$ cat src/rtl/if_stage.sv
// Instruction fetch stage: PC generation, NORM/ISR fetch-source selection and
// the IF/ID pipeline register.
// Optional feature macro: COMPRESSED_FETCH_EN. When it is defined, 16-bit
// instructions (inst[1:0] != 2'b11) advance the PC by 2 and halfword-aligned
// PCs are allowed. When it is undefined, every fetch advances the PC by 4 and
// the PC stays word aligned.
`ifndef PC_ADDR_BITS
`define PC_ADDR_BITS 12
`endif
`ifndef WORD_WIDTH
`define WORD_WIDTH 32
`endif

module if_stage #(
   parameter int                     PC_ADDR_BITS = `PC_ADDR_BITS,
   parameter int                     WORD_WIDTH   = `WORD_WIDTH,
   parameter logic [WORD_WIDTH-1:0]  NOP_INST     = WORD_WIDTH'(32'h00000013)
) (
   input  logic                      clk,
   input  logic                      rst,
   input  logic                      stall,
   input  logic                      redirect,
   input  logic [PC_ADDR_BITS-1:0]   redirect_pc,
   input  logic                      int_req,
   input  logic                      isr_ret,
   input  logic [WORD_WIDTH-1:0]     inst,
   output logic [PC_ADDR_BITS-1:0]   pc,
   output logic                      sel_isr,
   output logic                      int_ack,
   output logic [WORD_WIDTH-1:0]     if_id_inst,
   output logic [PC_ADDR_BITS-1:0]   if_id_pc,
   output logic                      if_id_valid,
   output logic                      if_id_is_c
);

   typedef enum logic {NORM = 1'b0, ISR = 1'b1} state_t;

   state_t                   state_reg;
   state_t                   state_next;
   logic                     take_int;
   logic                     take_ret;

   logic [PC_ADDR_BITS-1:0]  pc_reg;
   logic [PC_ADDR_BITS-1:0]  epc_reg;
   logic [WORD_WIDTH-1:0]    if_id_inst_reg;
   logic [PC_ADDR_BITS-1:0]  if_id_pc_reg;
   logic                     if_id_valid_reg;
   logic                     if_id_is_c_reg;

   logic                     inst_is_c;
   logic [PC_ADDR_BITS-1:0]  redirect_aligned;
   logic [PC_ADDR_BITS-1:0]  pc_seq;

`ifdef COMPRESSED_FETCH_EN
   // Halfword granularity: low two bits of the opcode tell 16- from 32-bit.
   assign inst_is_c        = (inst[1:0] != 2'b11);
   assign redirect_aligned = {redirect_pc[PC_ADDR_BITS-1:1], 1'b0};
   logic unused_redirect_bits;
   assign unused_redirect_bits = redirect_pc[0];
`else
   // Word granularity only: every instruction is treated as 32-bit.
   assign inst_is_c        = 1'b0;
   assign redirect_aligned = {redirect_pc[PC_ADDR_BITS-1:2], 2'b00};
   logic unused_redirect_bits;
   assign unused_redirect_bits = ^redirect_pc[1:0];
`endif

   // Sequential fetch address; natural wrap at 2^PC_ADDR_BITS.
   assign pc_seq = pc_reg + (inst_is_c ? PC_ADDR_BITS'(2) : PC_ADDR_BITS'(4));

   // State register: reset always lands back in NORM.
   always_ff @(posedge clk) begin
      if (rst) state_reg <= NORM;
      else     state_reg <= state_next;
   end

   // Next-state: redirect beats interrupt entry, which beats ISR return.
   always_comb begin
      state_next = state_reg;
      take_int   = 1'b0;
      take_ret   = 1'b0;
      if (!redirect) begin
         if (state_reg == NORM && int_req && !stall) begin
            take_int   = 1'b1;
            state_next = ISR;
         end else if (state_reg == ISR && isr_ret) begin
            take_ret   = 1'b1;
            state_next = NORM;
         end
      end
   end

   // FSM outputs: ROM select follows the registered state, ack is a pulse.
   always_comb begin
      sel_isr = (state_reg == ISR);
      int_ack = take_int && !rst;
   end

   // PC, saved return PC and IF/ID register, in the same priority order.
   always_ff @(posedge clk) begin
      if (rst) begin
         pc_reg          <= '0;
         epc_reg         <= '0;
         if_id_inst_reg  <= NOP_INST;
         if_id_pc_reg    <= '0;
         if_id_valid_reg <= 1'b0;
         if_id_is_c_reg  <= 1'b0;
      end else if (redirect) begin
         pc_reg          <= redirect_aligned;
         if_id_inst_reg  <= NOP_INST;
         if_id_valid_reg <= 1'b0;
         if_id_is_c_reg  <= 1'b0;
      end else if (take_int) begin
         epc_reg         <= pc_reg;
         pc_reg          <= '0;
         if_id_inst_reg  <= NOP_INST;
         if_id_valid_reg <= 1'b0;
         if_id_is_c_reg  <= 1'b0;
      end else if (take_ret) begin
         pc_reg          <= epc_reg;
         if_id_inst_reg  <= NOP_INST;
         if_id_valid_reg <= 1'b0;
         if_id_is_c_reg  <= 1'b0;
      end else if (!stall) begin
         pc_reg          <= pc_seq;
         if_id_inst_reg  <= inst;
         if_id_pc_reg    <= pc_reg;
         if_id_valid_reg <= 1'b1;
         if_id_is_c_reg  <= inst_is_c;
      end
   end

   assign pc          = pc_reg;
   assign if_id_inst  = if_id_inst_reg;
   assign if_id_pc    = if_id_pc_reg;
   assign if_id_valid = if_id_valid_reg;
   assign if_id_is_c  = if_id_is_c_reg;

endmodule

$ cat config.mk
export PLATFORM = sky130hd
export DESIGN_NAME = if_stage
export DESIGN_NICKNAME = d
export VERILOG_FILES = /design/src/rtl/if_stage.sv
export SDC_FILE = /design/constraint.sdc
export NUM_CORES = 1
export LEC_CHECK = 0
export CORE_MARGIN = 2
export CORE_UTILIZATION = 44
export DETAILED_ROUTE_END_ITERATION = 6
export PLACE_DENSITY = 0.79
export RECOVER_POWER = 100
export SLEW_MARGIN = 20
export SYNTH_ARGS = -nofsm -noshare
export SYNTH_HDL_FRONTEND = slang
export SYNTH_SLANG_ARGS = --single-unit
$ cat constraint.sdc
create_clock -name clk -period 2.3 [get_ports clk]
set_input_delay 0.69 -clock clk [delete_from_list [all_inputs] [get_ports clk]]
set_output_delay 0.69 -clock clk [all_outputs]
set_load 0.01 [all_outputs]
# Word-level counts from Yosys, hierarchy flattened
# Index checks and enable logic that the tools add are counted.
classes:
  reduce_logical: 12
  add_sub_neg: 1
  eq_ne: 2
  n_bitwise: 5
  n_mux: 11
ops:
  columns: ["operator", "count"]
  rows:
  - ["2-to-1 mux 12 bit", 4]
  - ["adder 12 x 3 -> 12 bit, second input constant", 1]
  - ["2-to-1 mux 1 bit", 7]
  - ["NOT 1 bit", 5]
  - ["logical AND 1 bit", 4]
  - ["!= test 4 x 1 -> 1 bit, second input constant", 1]
  - ["AND reduction 2 bit", 2]
  - ["AND reduction 4 bit", 1]
  - ["OR reduction 4 bit", 1]
  - ["OR reduction 3 bit", 1]
  - ["logical NOT 1 bit", 2]
  - ["!= test 2 x 1 -> 1 bit, second input constant", 1]
  - ["nonzero test 2 bit", 1]
totals:
  reg_bits: 70
  output_inout_bits: 60
  elab_cells: 38

# Depth between registers and ports, before layout
depth:
  ltp_word: 8
  mapped_depth: 7

# Least setup slack after synthesis
# OpenSTA, ideal clock, no wires.
synth_path:
  kind: "input to output"
  startpoint: "input port redirect"
  endpoint: "output port int_ack"
  slack_ps: 25
  path_buffers: 2
  arrival_ps: 1585
  path_stages: 5
  path_cell_list: "buf_4 nor2_1 nand2_1 buf_2 nor2_1"
synth_via:
  elab_chain_len: 2
synth_rtl:
  columns: ["element", "line", "source"]
  rows:
  - ["from (decl)", "22", "input logic redirect,"]
  - ["2-to-1 mux 1 bit", "82", "if (!redirect) begin"]
  - ["logical AND 1 bit", "96", "int_ack = take_int && !rst;"]
  - ["to (decl)", "29", "output logic int_ack,"]
# Every way passes these cells.

# Worst setup path after layout
layout_path:
  startpoint: "register pc_reg[8] (netlist: pc[8])"
  endpoint: "output port pc[8]"
layout_rtl:
  columns: ["element", "line", "source"]
  rows:
  - ["from (decl)", "43", "logic [PC_ADDR_BITS-1:0] pc_reg;"]
  - ["from (signal assigned)", "109", "pc_reg <= redirect_aligned;"]
  - ["from (signal assigned)", "120", "pc_reg <= epc_reg;"]
  - ["from (signal assigned)", "125", "pc_reg <= pc_seq;"]
  - ["to (decl)", "27", "output logic [PC_ADDR_BITS-1:0] pc,"]
# No word-level cell between the ends.

==> summary.md <==
| Metric | Value |
|---|---|
| Initial antenna violation count | 0 |
| Mux share of post-synthesis cell area | 14.2% |
| Cell count after synthesis | 310 |
| Synth Area in Compound Gates | 11.8% |
| ANT cells | 0 |
| Layout cells sized above 1 | 11.9% |
| Pwr Total | 2.75 mW |
| Total GRT Usage | 20.4% |
| Met3 Usage GRT | 3.14% |
| Synth Area in Adders | 0.417% |
| Initial Utilization | 44.9% |
| Minimum clock period | 2.17 ns |
| R2R depth | 6 |
| First DRT Iteration DRCs | 179 |
| H-tree depth | 3 |
| Sum Neg Setup Slack | 0 ns |
| Die Area | 7500 um^2 |
| CP Cell Sequence | dlygate4sd3_1 |
| Hold Path Origin | if_id_valid |
| Die width | 86.6 um |
| Nets | 476 |
| Placed insts | 494 |
| Final Setup Violations | 0 |
| First-pass GRT wire length | 12.0 mm |
| Vias | 2624 |
| Syn_nets | 361 |
| Placer Congestion | 0.781 |
| Post-place setup slack | -0.464 ns |
| Layout Cells excl Fill | 510 |
| R2R Path End | epc_reg[10] |
| Fraction of registers with async set/reset | 0% |
| Core area | 6680 um^2 |
| Design Area, Final | 4340 um^2 |
| # hold bufs at CTS | 0 |
| Top Ports | 110 |
| Worst Tran Pin Value | 0.641 ns |
| MaxCap Viol Count | 0 |
| Final ANT Viol Nets | 0 |
| Final hold slack | 0.453 ns |
| Pre-Repair DR Iteration Count | 4 |
| Fin. Hold Viols | 0 |
| Unrepaired setup endpoints after global routing | no |
| Top post-synthesis cells by area | dfxtp_1, mux2i_1, nor2_1 |
| Slowest CP cell | dlygate4sd3_1 |
| Global routing usage on met1 | 27.2% |
| Share of the synthesized area in the top cell type | 46.7% |
| Syn. warnings | 0 |
| Ys flop type | dfxtp_1 |
| DPL Wire Length | 5.46 mm |
| Main combinational cell family by area after synthesis | simple AND/OR/NAND/NOR gates |
| Simple-Gate Fraction of Synth Area | 19.8% |
| Status | completed |
| Synthesized flop and latch total | 70 |
| Root Driver | clkbuf_8 |
| Area share of xor/xnor cells in the synthesized design | 1.17% |
| Finished Core Util | 65.0% |
| Die Y | 86.6 um |
| DRC | 0 |
| Clock-pin slew on the worst setup and hold paths | 0.07 ns |
| Routed WL per cell | 14.8 um |
| Slew margin rel. | 57.3% |
| Mapped cell area | 3000 um^2 |
| PortBufs | 106 |
| Startpoint types | register |
| Crit path DAT | 1.48 ns |
| Vias per Instance | 5.15 |
| Number of synthesized flops with an enable pin | 0 |
| Placed cell areas | 4170 um^2 |
| Num CTS Buffers | 9 |
| Largest net degree at the start of global routing | 41 |
| GRT busiest layer | met2 |
| Met2 Track Usage GR | 32.5% |
| Area growth from synthesis to layout | 44.7% |
| Post-CTS setup buffers | 0 |
| VDD IR max | 458 uV |
| Tcrit/Tclk final | 94.5% |
| Vias in the first global route | 2553 |
| CTS tree | yes |
| Sequential share of the synthesized area | 46.7% |
| Kind of critical path | reg2out |
| Worst path max stage delay | 0.66 ns |
| Post-Route Skew | 0.0112 ns |
| CTS max path bufs | 2 |
| # rows | 30 |
| Skew-Pair Late Insertion Delay | 0.34 ns |
| Tightest Hold Check Type | reg2reg |
| R2r startpoint | sel_isr |
| Final worst setup slack | 0.127 ns |
| Top delay family on crit path | buffers and inverters |
| Max-slew violations | 0 |
| Crit path buffers/inverters | 1 |
| P_leak | 1.95 nW |
| Clock sinks | 70 |
| Final wirelength | 7.57 mm |
| Worst path depth | 1 |
| Synthesized area per cell | 9.68 um^2 |
| Cell variety after synth | 45 |
| Worst Path Required | 1.61 ns |
| R2r setup slk | 0.63 ns |
| # fillers | 554 |
| Max reg flops | 32 |
| Grt ovf | 0 |
| Min-Delay Endpoint | if_id_valid |
| CP endpoint kind | output port |
| WHS Path Cells | 2 |
| Max Fanout on Critical Path | 8 |
| Power density over cell area | 632 nW/um^2 |
| Area leader, netlist | dfxtp_1 |
| Fmax | 0.460 GHz |
## report_power, final
part	internal [mW]	switching (mW)	leakage [nW]
combinational	0.220	0.178	1.28
sequential	1.25	0.0271	0.569
clock	0.609	0.464	0.106
## per-layer routing
layer	routed length [um]	vias up	part of all wire, %
met5	0	-	0
met4	152	0	2.0
met3	349	12	4.6
met2	3710	69	49
met1	3370	1237	44
li1	-	1306	-
## kinds of logic (layout without fill, tap and decap cells)
logic type / count (synthesis) / after routing
fa+ha+maj: 1 / 1
other cells: 1 / 1
buf+inv: 24 / 144
simple gates: 118 / 118
xor+xnor: 4 / 4
flops: 70 / 70
compound gates: 50 / 50
mux: 42 / 42
## synthesized netlist by cell type, types with 9 or more instances
| cell | instances |
|---|---|
| a21oi_1 | 22 |
| buf_2 | 9 |
| dfxtp_1 | 70 |
| mux2i_1 | 41 |
| nand2_1 | 34 |
| nor2_1 | 54 |
## worst reg2reg max path, cell delays in order, from the launching register on
cell	delay, ns
dfxtp_1	0.31
nor2b_1	0.17
clkbuf_1	0.19
and2_0	0.17
clkbuf_1	0.51
nand2_1	0.13
a21oi_1	0.13
## cells in the final DEF (no fill, tap or decap), drive strengths merged, types with 2 or more instances in the layout
cell type and instances:
dfxtp 70, dlygate4sd3 59, nor2 54, clkdlybuf4s50 43, mux2i 41, nand2 35
a21oi 22, buf 19, clkbuf 14, nor2b 5, a211o 4, nor3 4
o211ai 4, a211oi 4, a22oi 4, nand3 4, xnor2 4, clkinv 3
nand3b 3, nand2b 2, o32ai 2, nand4 2, o22ai 2, o221ai 2
bufinv 2, nor3b 2, and2 2, and4 2
## worst max-delay path by stage
stage               endpoint      from
floorplan            int_ack  redirect
global placement     int_ack   int_req
detailed placement   int_ack   int_req
CTS                  int_ack  redirect
global route         int_ack   int_req
finish                 pc[8]     pc[8]
## repair_timing
action / CTS / global route
endpoints found under the setup margin: 1 / 1
resized for setup: 7 / 2
pin swaps: 0 / 1
## final cells by class
type | count | area (um^2) | share of cell area [%]
sequential | 70 | 1400 | 32.3
multi-input combinational | 216 | 1400 | 32.3
inverter | 1 | 3.75 | 0.0864
timing repair buffer | 127 | 1220 | 28.1
clock buffer | 10 | 128 | 2.94
tap | 80 | 100 | 2.30
clock inverter | 6 | 86.3 | 1.99
Note: power is estimated with default switching activity, not from simulation.
